==> src/rtl/snn_decoder_pkg.sv <==
// Shared definitions for the SNN motor-command rate decoder:
// turn codes carried on cmd_turn and the window FSM state encoding.
package snn_decoder_pkg;

    localparam logic [1:0] TURN_STOP  = 2'b00;
    localparam logic [1:0] TURN_LEFT  = 2'b01;
    localparam logic [1:0] TURN_RIGHT = 2'b10;
    localparam logic [1:0] TURN_FWD   = 2'b11;

    typedef enum logic {
        IDLE  = 1'b0,
        COUNT = 1'b1
    } fsm_state_t;

endpackage

==> src/rtl/spike_rate_counter.sv <==
// Saturating per-channel spike counter for one decoding window.
// rate_next is the count including the current cycle's spike, so the
// decision at the last window cycle sees that cycle's spike as well.
module spike_rate_counter #(
    parameter int WIDTH = 4
) (
    input  logic             clk,
    input  logic             rst,
    input  logic             cnt_en,
    input  logic             win_end,
    input  logic             clr,
    input  logic             spike,
    output logic [WIDTH-1:0] rate_next
);

    localparam logic [WIDTH-1:0] CNT_ZERO = {WIDTH{1'b0}};
    localparam logic [WIDTH-1:0] CNT_MAX  = {WIDTH{1'b1}};
    localparam logic [WIDTH-1:0] CNT_ONE  = {{(WIDTH-1){1'b0}}, 1'b1};

    logic [WIDTH-1:0] count_r;
    logic [WIDTH-1:0] sum_s;

    // Next count: add an accepted spike unless already at the ceiling.
    always_comb begin
        sum_s = count_r;
        if (cnt_en && spike && (count_r != CNT_MAX)) begin
            sum_s = count_r + CNT_ONE;
        end else begin
            sum_s = count_r;
        end
    end

    // Count register: cleared on reset, on window end and when the network is disabled.
    always_ff @(posedge clk) begin
        if (rst) begin
            count_r <= CNT_ZERO;
        end else if (clr || win_end) begin
            count_r <= CNT_ZERO;
        end else begin
            count_r <= sum_s;
        end
    end

    assign rate_next = sum_s;

endmodule

==> src/rtl/snn_motor_decoder.sv <==
// Rate decoder behind the sensor-to-motor SNN: counts Left/Right spikes over
// a window of 2**WIN_LOG2 enabled cycles and emits one motor command per
// window on a valid/ready handshake.
// Optional feature: define SNN_PWM_OUT_EN to add pwm_l/pwm_r duty outputs.
module snn_motor_decoder
    import snn_decoder_pkg::*;
#(
    parameter int EXCNUM   = 2,
    parameter int WIN_LOG2 = 4,
    parameter int MARGIN   = 2
) (
    input  logic                clk,
    input  logic                rst,
    input  logic                en,
    input  logic [EXCNUM-1:0]   spike_in,
    output logic                cmd_valid,
    input  logic                cmd_ready,
    output logic [WIN_LOG2-1:0] cmd_rate_l,
    output logic [WIN_LOG2-1:0] cmd_rate_r,
    output logic [1:0]          cmd_turn,
    output logic                cmd_drop
`ifdef SNN_PWM_OUT_EN
    ,
    output logic                pwm_l,
    output logic                pwm_r
`endif
);

    localparam logic [WIN_LOG2-1:0] W_ZERO     = {WIN_LOG2{1'b0}};
    localparam logic [WIN_LOG2-1:0] W_ONE      = {{(WIN_LOG2-1){1'b0}}, 1'b1};
    localparam logic [WIN_LOG2-1:0] WCNT_LAST  = {WIN_LOG2{1'b1}};
    localparam logic [WIN_LOG2:0]   MARGIN_EXT = (WIN_LOG2+1)'(MARGIN);

    fsm_state_t          state_r;
    fsm_state_t          state_s;
    logic                cnt_en_s;
    logic                clr_s;
    logic                win_end_s;
    logic [WIN_LOG2-1:0] wcnt_r;

    logic [WIN_LOG2-1:0] rate_l_s;
    logic [WIN_LOG2-1:0] rate_r_s;
    logic [WIN_LOG2:0]   ext_l_s;
    logic [WIN_LOG2:0]   ext_r_s;
    logic [1:0]          turn_s;

    logic                load_s;
    logic                drop_s;
    logic                valid_r;
    logic [WIN_LOG2-1:0] rate_l_r;
    logic [WIN_LOG2-1:0] rate_r_r;
    logic [1:0]          turn_r;
    logic                drop_r;

    // FSM state register.
    always_ff @(posedge clk) begin
        if (rst) begin
            state_r <= IDLE;
        end else begin
            state_r <= state_s;
        end
    end

    // FSM next state and per-cycle control: the IDLE->COUNT cycle is not counted,
    // dropping en inside COUNT discards the partial window.
    always_comb begin
        state_s   = state_r;
        cnt_en_s  = 1'b0;
        clr_s     = 1'b0;
        win_end_s = 1'b0;
        case (state_r)
            IDLE: begin
                if (en) begin
                    state_s = COUNT;
                end else begin
                    state_s = IDLE;
                end
            end
            COUNT: begin
                if (en) begin
                    state_s   = COUNT;
                    cnt_en_s  = 1'b1;
                    win_end_s = (wcnt_r == WCNT_LAST);
                end else begin
                    state_s = IDLE;
                    clr_s   = 1'b1;
                end
            end
            default: begin
                state_s = IDLE;
                clr_s   = 1'b1;
            end
        endcase
    end

    // Window position: wraps naturally after the last cycle so windows abut.
    always_ff @(posedge clk) begin
        if (rst) begin
            wcnt_r <= W_ZERO;
        end else if (clr_s) begin
            wcnt_r <= W_ZERO;
        end else if (cnt_en_s) begin
            wcnt_r <= wcnt_r + W_ONE;
        end else begin
            wcnt_r <= wcnt_r;
        end
    end

    spike_rate_counter #(.WIDTH(WIN_LOG2)) u_cnt_l (
        .clk       (clk),
        .rst       (rst),
        .cnt_en    (cnt_en_s),
        .win_end   (win_end_s),
        .clr       (clr_s),
        .spike     (spike_in[0]),
        .rate_next (rate_l_s)
    );

    spike_rate_counter #(.WIDTH(WIN_LOG2)) u_cnt_r (
        .clk       (clk),
        .rst       (rst),
        .cnt_en    (cnt_en_s),
        .win_end   (win_end_s),
        .clr       (clr_s),
        .spike     (spike_in[1]),
        .rate_next (rate_r_s)
    );

    assign ext_l_s = {1'b0, rate_l_s};
    assign ext_r_s = {1'b0, rate_r_s};

    // Turn decision on the final window counts, one extra bit so rate+MARGIN cannot wrap.
    always_comb begin
        turn_s = TURN_FWD;
        if ((rate_l_s == W_ZERO) && (rate_r_s == W_ZERO)) begin
            turn_s = TURN_STOP;
        end else if (ext_l_s > (ext_r_s + MARGIN_EXT)) begin
            turn_s = TURN_LEFT;
        end else if (ext_r_s > (ext_l_s + MARGIN_EXT)) begin
            turn_s = TURN_RIGHT;
        end else begin
            turn_s = TURN_FWD;
        end
    end

    // A finished window loads if the slot is empty or being drained this cycle, otherwise it is dropped.
    always_comb begin
        load_s = 1'b0;
        drop_s = 1'b0;
        if (win_end_s) begin
            load_s = (!valid_r) || cmd_ready;
            drop_s = valid_r && !cmd_ready;
        end else begin
            load_s = 1'b0;
            drop_s = 1'b0;
        end
    end

    // Command output register with valid/ready handshake and drop pulse.
    always_ff @(posedge clk) begin
        if (rst) begin
            valid_r  <= 1'b0;
            rate_l_r <= W_ZERO;
            rate_r_r <= W_ZERO;
            turn_r   <= TURN_STOP;
            drop_r   <= 1'b0;
        end else begin
            drop_r <= drop_s;
            if (load_s) begin
                valid_r  <= 1'b1;
                rate_l_r <= rate_l_s;
                rate_r_r <= rate_r_s;
                turn_r   <= turn_s;
            end else if (valid_r && cmd_ready) begin
                valid_r <= 1'b0;
            end else begin
                valid_r <= valid_r;
            end
        end
    end

    assign cmd_valid  = valid_r;
    assign cmd_rate_l = rate_l_r;
    assign cmd_rate_r = rate_r_r;
    assign cmd_turn   = turn_r;
    assign cmd_drop   = drop_r;

`ifdef SNN_PWM_OUT_EN
    logic [WIN_LOG2-1:0] pwm_cnt_r;
    logic [WIN_LOG2-1:0] duty_l_r;
    logic [WIN_LOG2-1:0] duty_r_r;
    logic                pwm_l_r;
    logic                pwm_r_r;

    // Free-running PWM carrier plus duty taken from every loaded command.
    always_ff @(posedge clk) begin
        if (rst) begin
            pwm_cnt_r <= W_ZERO;
            duty_l_r  <= W_ZERO;
            duty_r_r  <= W_ZERO;
            pwm_l_r   <= 1'b0;
            pwm_r_r   <= 1'b0;
        end else begin
            pwm_cnt_r <= pwm_cnt_r + W_ONE;
            pwm_l_r   <= (pwm_cnt_r < duty_l_r);
            pwm_r_r   <= (pwm_cnt_r < duty_r_r);
            if (load_s) begin
                duty_l_r <= rate_l_s;
                duty_r_r <= rate_r_s;
            end else begin
                duty_l_r <= duty_l_r;
                duty_r_r <= duty_r_r;
            end
        end
    end

    assign pwm_l = pwm_l_r;
    assign pwm_r = pwm_r_r;
`else
    // No PWM outputs in this build; the command interface alone drives the motor controller.
`endif

endmodule

==> config.mk <==
export PLATFORM = sky130hd
export DESIGN_NAME = snn_motor_decoder
export DESIGN_NICKNAME = d
export VERILOG_FILES = /design/src/rtl/snn_decoder_pkg.sv /design/src/rtl/spike_rate_counter.sv /design/src/rtl/snn_motor_decoder.sv
export SDC_FILE = /design/constraint.sdc
export NUM_CORES = 1
export LEC_CHECK = 0
export ABC_AREA = 1
export CAP_MARGIN = 20
export CORE_ASPECT_RATIO = 1.2
export CORE_UTILIZATION = 40
export DETAILED_ROUTE_END_ITERATION = 8
export GPL_ROUTABILITY_DRIVEN = 1
export PLACE_DENSITY = 0.63
export SLEW_MARGIN = 10
export SYNTH_ARGS = -nofsm -noshare
export SYNTH_HDL_FRONTEND = slang
export SYNTH_SLANG_ARGS = --single-unit
==> constraint.sdc <==
create_clock -name clk -period 4.45 [get_ports clk]
set_clock_uncertainty 0.2 [all_clocks]
set_input_delay 0.6675 -clock clk [delete_from_list [all_inputs] [get_ports clk]]
set_output_delay 0.6675 -clock clk [all_outputs]
set_load 0.02 [all_outputs]
==> Yosys cells after proc, flatten, opt, wreduce, memory -nomap -nowiden <==
Cells that the tools add are included.
{ "classes": {"addsub": 5, "mul": 0, "div_mod_pow": 0, "order_cmp": 2, "n_eq_ne": 3, "shift": 0, "mux": 14, "n_bitwise": 1, "n_reduce_logical": 17} }
{ "op_table": {"columns": ["cell", "count"], "rows": [
  ["$add A4 B1 Y4 const B", 3],
  ["$add A4 B2 Y5 const B", 2],
  ["$gt A4 B5 Y1", 2],
  ["$mux W1", 10],
  ["$logic_not A4 Y1", 2],
  ["$mux W4", 2],
  ["$ne A4 B4 Y1 const B", 2],
  ["$logic_and A1 B1 Y1", 7],
  ["$reduce_or A2 Y1", 3],
  ["$eq A4 B4 Y1 const B", 1],
  ["$mux W2", 2],
  ["$logic_not A1 Y1", 2],
  ["$logic_or A1 B1 Y1", 2],
  ["$reduce_bool A2 Y1", 1],
  ["$not A1 Y1", 1]
]} }
{ "totals": {"register_bits": 25, "latch_bits": 0, "ramBits": 0, "mem_bits_ro": 0, "output_inout_bits": 12, "n_memories": 0} }

==> Longest topological paths before layout <==
{ "logic_depth": {"ltp_word": 10, "ltp_mapped": 16} }

==> By module <==
Synthesis repeated with hierarchy kept, for this count alone.
{ "unflattened": {"cells_unflattened": 196, "area_unflattened_um2": 1396.3} }
{ "by_module_without_submodules": {"columns": ["mod", "n_inst", "cells_per_inst", "area_each_um2", "seq_area_each_um2"], "rows": [
  ["snn_motor_decoder", 1, 128, 943.4, 340.3],
  ["spike_rate_counter", 2, 34, 226.5, 80.1]
]} }

==> Least setup slack after synthesis <==
OpenSTA, ideal clock, no wires.
{ "synth_path": {"kind": "input port to flip-flop", "from": "in spike_in[1]", "to": "reg turn_r[0], in the netlist cmd_turn[0]", "setup_time_ns": 0.066, "arrival_time_ns": 2.367, "required_ns": 4.184, "slack_ns": 1.817, "stages": 16, "n_path_buf": 0, "cell_sequence": "inv_1 nor2_8 nand2_2 nand2_1 nand2_2 inv_1 ha_1 xor2_1 ha_1 nand2_1 o21bai_1 a21oi_1 nand2_1 nand2_1 nand3_2 a21oi_2"} }
{ "synth_between": {"elab_chain_cells": 7, "word_cells_on_any_way": 11} }
{ "synth_lines": {"columns": ["item", "line", "rtl"], "rows": [
  ["start: declaration", "snn_motor_decoder.sv:15", "input logic [EXCNUM-1:0] spike_in,"],
  ["$logic_and A1 B1 Y1 * (2 in a row)", "spike_rate_counter.sv:26", "if (cnt_en && spike && (count_r != CNT_MAX)) begin"],
  ["$mux W4 *", "spike_rate_counter.sv:26", null],
  ["net rate_r_s[1]", "snn_motor_decoder.sv:42", "logic [WIN_LOG2-1:0] rate_r_s;"],
  ["$add A4 B2 Y5 or $gt A4 B5 Y1 (tied branches)", "snn_motor_decoder.sv:137, snn_motor_decoder.sv:139", null],
  ["$gt A4 B5 Y1 or $mux W1 (tied branches)", "snn_motor_decoder.sv:137, snn_motor_decoder.sv:139", null],
  ["$mux W2", "snn_motor_decoder.sv:137", "end else if (ext_l_s > (ext_r_s + MARGIN_EXT)) begin"],
  ["$mux W2 *", "snn_motor_decoder.sv:135", "if ((rate_l_s == W_ZERO) && (rate_r_s == W_ZERO)) begin"],
  ["end signal: assignment", "snn_motor_decoder.sv:173", "turn_r <= turn_s;"],
  ["end: declaration", "snn_motor_decoder.sv:52", "logic [1:0] turn_r;"]
]} }
The timed path passes the listed nets; every way through them passes the cells marked *.
A chain may end at the register's enable or synchronous reset.

==> Final worst setup path <==
{ "layout_path": {"from": "in en", "to": "reg turn_r[0], in the netlist cmd_turn[0]"} }
{ "layout_between": {"elab_chain_cells": 10, "word_cells_on_any_way": 21} }
{ "layout_lines": {"columns": ["item", "line", "rtl"], "rows": [
  ["start: declaration", "snn_motor_decoder.sv:14", "input logic en,"],
  ["$mux W1 *", "snn_motor_decoder.sv:80", "if (en) begin"],
  ["$mux W1 *", "snn_motor_decoder.sv:71", "case (state_r)"],
  ["$logic_and A1 B1 Y1 * (2 in a row)", "spike_rate_counter.sv:26", null],
  ["$mux W4 *", "spike_rate_counter.sv:26", null],
  ["net rate_l_s[2]", "snn_motor_decoder.sv:41", "logic [WIN_LOG2-1:0] rate_l_s;"],
  ["$add A4 B2 Y5", "snn_motor_decoder.sv:139", "end else if (ext_r_s > (ext_l_s + MARGIN_EXT)) begin"],
  ["$gt A4 B5 Y1", "snn_motor_decoder.sv:139", null],
  ["$mux W1", "snn_motor_decoder.sv:139", null],
  ["$mux W2", "snn_motor_decoder.sv:137", null],
  ["$mux W2 *", "snn_motor_decoder.sv:135", null]
]} }
Marks and branches as above.

==> metrics <==
status=complete, but fails checks; failing checks=DRC; met3 usage=0.0246; GRT met1 Usage=0.190; grt total ovfl=0; Hold Slack=0.270 ns; Global Route Usage Sum=0.167; vias in the first global route=1142; initial DRC count=31; CP Data Arrival Time=~3.1 ns; max incr delay on CP=about 0.54 ns; die area=3910 um^2; kind of end point of the critical path=flop; first-pass GRT wire length=4.92 mm; share of cells above drive strength 1=0.104; endpoints failing hold=0; input/output buffers=17; unrepaired setup endpoints after global routing=no; clock latency on the worst-skew pair=around 0.27 ns; period utilization=0.706; Rows=23; wirelength, routed=between 2 and 3 mm; hold_buf cts=0; Crit-path slowest cell=clkdlybuf4s50_1; leakage=approximately 0.85 nW; setup violators final=0; Post-CTS Repair Setup Buffers=0; DRT Pass-1 Iters=6; sequential cell area=between 500 and 600 um^2; Post-Syn Instances=a little over 200; Power per Cell Area=about 240 nW/um^2; clock sinks=25; max-slew violations=0; Die Ht=~68 um; Synth cell types=24; CP max FO=7; sequential fraction of the synthesis area=0.341; worst relative slew slack=0.742; Routed Antenna Nets=0; crit-path most repeated cell=nand2_1; Critical Path RT=4.42 ns; Die W=57.3 um; clock buffer depth=2; root buf cell=clkbuf_8; crit-path cells=clkdlybuf4s50_1, nand2_4, nor2_4, nand3_1, nand2_1, inv_1, ha_1, xor2_1, ha_1, nand2_1, o21ai_0, nand2_1, a21oi_1, nand2_1, nand3_2, a21oi_2; crit path kind=input port to flop; FF+latch count, synth=25; grt peak-use layer=met2; CP startpoint kind=input port; Worst-path clk slew=around 0.090 ns; routed vias/inst=around 4.8; DP HPWL=~2.3 mm; multi-input logic area=roughly 820 um^2; Syn Nets=220; Filler Cell Count=340; Syn Std Cell Area=~1500 um^2; Slew @ Worst Pin=0.386 ns; CORE AREA=about 3400 um^2; HP Class=flop to flop; vias=between 1000 and 1500; fmax=approximately 320 MHz; Ys Warns=0; WL per Instance=about 11 um; fin crit period=around 3.1 ns; Avg Cell Area, Syn=between 7 and 8 um^2; placer congestion estimate=0.887; CTS Buf Count=3; CTS tree=done; Residual DRC=2; initial antenna violation count=0; area grow syn2layout=17.2%; final net count=241; io pins=18; largest net degree at the start of global routing=20; # diodes=0; # resized after CTS=0; sum of negative setup slack=0 ns; Initial Utilization=0.428; maximum VDD drop=0.167 mV; CTS H-tree lvls=1; MaxCap Viol Count=0; met2 usage=0.303
metrics by stage:
step / setup slack (ns) / area (um^2) / cells / power, mW / util
after global placement: 1.01 / 1670 / 255 / 0.286 / 0.488
final: 1.31 / 1720 / 259 / 0.417 / 0.502
after CTS: 1.31 / 1720 / 259 / 0.424 / 0.502
after floorplan: 1.82 / 1470 / 202 / 0.271 / -
after global routing: 1.06 / 1720 / 259 / 0.441 / 0.502
after detailed placement: 1.02 / 1670 / 255 / 0.286 / 0.488
cell usage in the layout, fill, tap and decap left out:
cell type | synthesis | final
nor2_4 | 1 | 1
clkinv_2 | 2 | 3
clkbuf_8 | 0 | 3
a21oi_1 | 15 | 15
nor2_8 | 2 | 2
nand2_4 | 3 | 3
nand4_1 | 4 | 4
o21ai_0 | 11 | 11
clkdlybuf4s50_1 | 0 | 17
nand2_2 | 7 | 7
dfxtp_1 | 25 | 25
a21oi_2 | 1 | 1
nor3_1 | 1 | 1
nand3_1 | 10 | 10
nand3b_1 | 1 | 1
inv_2 | 1 | 1
nor3_4 | 1 | 1
nor2_1 | 23 | 23
inv_1 | 32 | 32
xor2_1 | 3 | 3
nand2_1 | 43 | 43
nand3_2 | 1 | 1
nor3b_1 | 1 | 1
ha_1 | 12 | 12
o21bai_1 | 1 | 1
kinds of logic after synthesis:
group                    share of synthesized area
XOR/XNOR                                    0.0179
adder cells (fa/ha/maj)                      0.102
buffers and inverters                       0.0990
AND/OR/NAND/NOR                              0.340
flip-flops                                   0.341
AO/OA/AOI/OAI                               0.0998
cell usage after synthesis:
| master | instances | area, um^2 |
|---|---|---|
| a21oi_1 | 15 | 75.1 |
| a21oi_2 | 1 | 8.76 |
| buf_6 | 1 | 11.3 |
| clkinv_2 | 2 | 10.0 |
| dfxtp_1 | 25 | 500 |
| ha_1 | 12 | 150 |
| inv_1 | 32 | 120 |
| inv_2 | 1 | 3.75 |
| nand2_1 | 43 | 161 |
| nand2_2 | 7 | 43.8 |
| nand2_4 | 3 | 33.8 |
| nand3_1 | 10 | 50.1 |
| nand3_2 | 1 | 10.0 |
| nand3b_1 | 1 | 7.51 |
| nand4_1 | 4 | 25.0 |
| nor2_1 | 23 | 86.3 |
| nor2_4 | 1 | 11.3 |
| nor2_8 | 2 | 40.0 |
| nor3_1 | 1 | 5.00 |
| nor3_4 | 1 | 16.3 |
| nor3b_1 | 1 | 7.51 |
| o21ai_0 | 11 | 55.1 |
| o21bai_1 | 1 | 7.51 |
| xor2_1 | 3 | 26.3 |
where the power goes:
| part | total (mW) | switching, mW | internal [mW] |
|---|---|---|---|
| clock network | 0.136 | 0.0737 | 0.0628 |
| logic | 0.0517 | 0.0322 | 0.0194 |
| registers | 0.229 | 0.00268 | 0.226 |
| total | 0.417 | 0.109 | 0.308 |
final cells by class:
class / count / area share
clock inverters: 1 / 0.00291
clock buffers: 3 / 0.0240
flip-flops and latches: 25 / 0.291
inverters: 35 / 0.0779
well taps: 37 / 0.0269
multi-input cells: 141 / 0.478
repair buffers: 17 / 0.0991
registers in the layout (all words and copies together) (netlist names), 2 cells and up:
name,flops
u_cnt_r.count_r,4
cmd_turn,2
u_cnt_l.count_r,4
cmd_rate_l,4
cmd_rate_r,4
wcnt_r,4
per-layer routing:
layer / routed length, um / vias up
met1: 1340 / 543
met5: 0 / -
met4: 65 / 0
met2: 1410 / 12
met3: 83 / 5
li1: - / 674
critical path, delay by kind of cell:
kind | cells | cell delay (ns)
xor+xnor | 1 | 0.18
simple gates | 8 | 0.81
compound gates | 3 | 0.30
buf+inv | 2 | 0.63
fa+ha+maj | 2 | 0.51
worst paths after layout:
kind	start	end	slack, ns	depth (start not counted)
max	en	cmd_turn[0]	1.31	16
min	cmd_turn[1]	cmd_turn[1]	0.27	2
max reg2reg	u_cnt_l.count_r[1]	cmd_turn[0]	1.67	16
min reg2reg	cmd_turn[1]	cmd_turn[1]	0.27	2
Power figures use the tool's default switching activity.
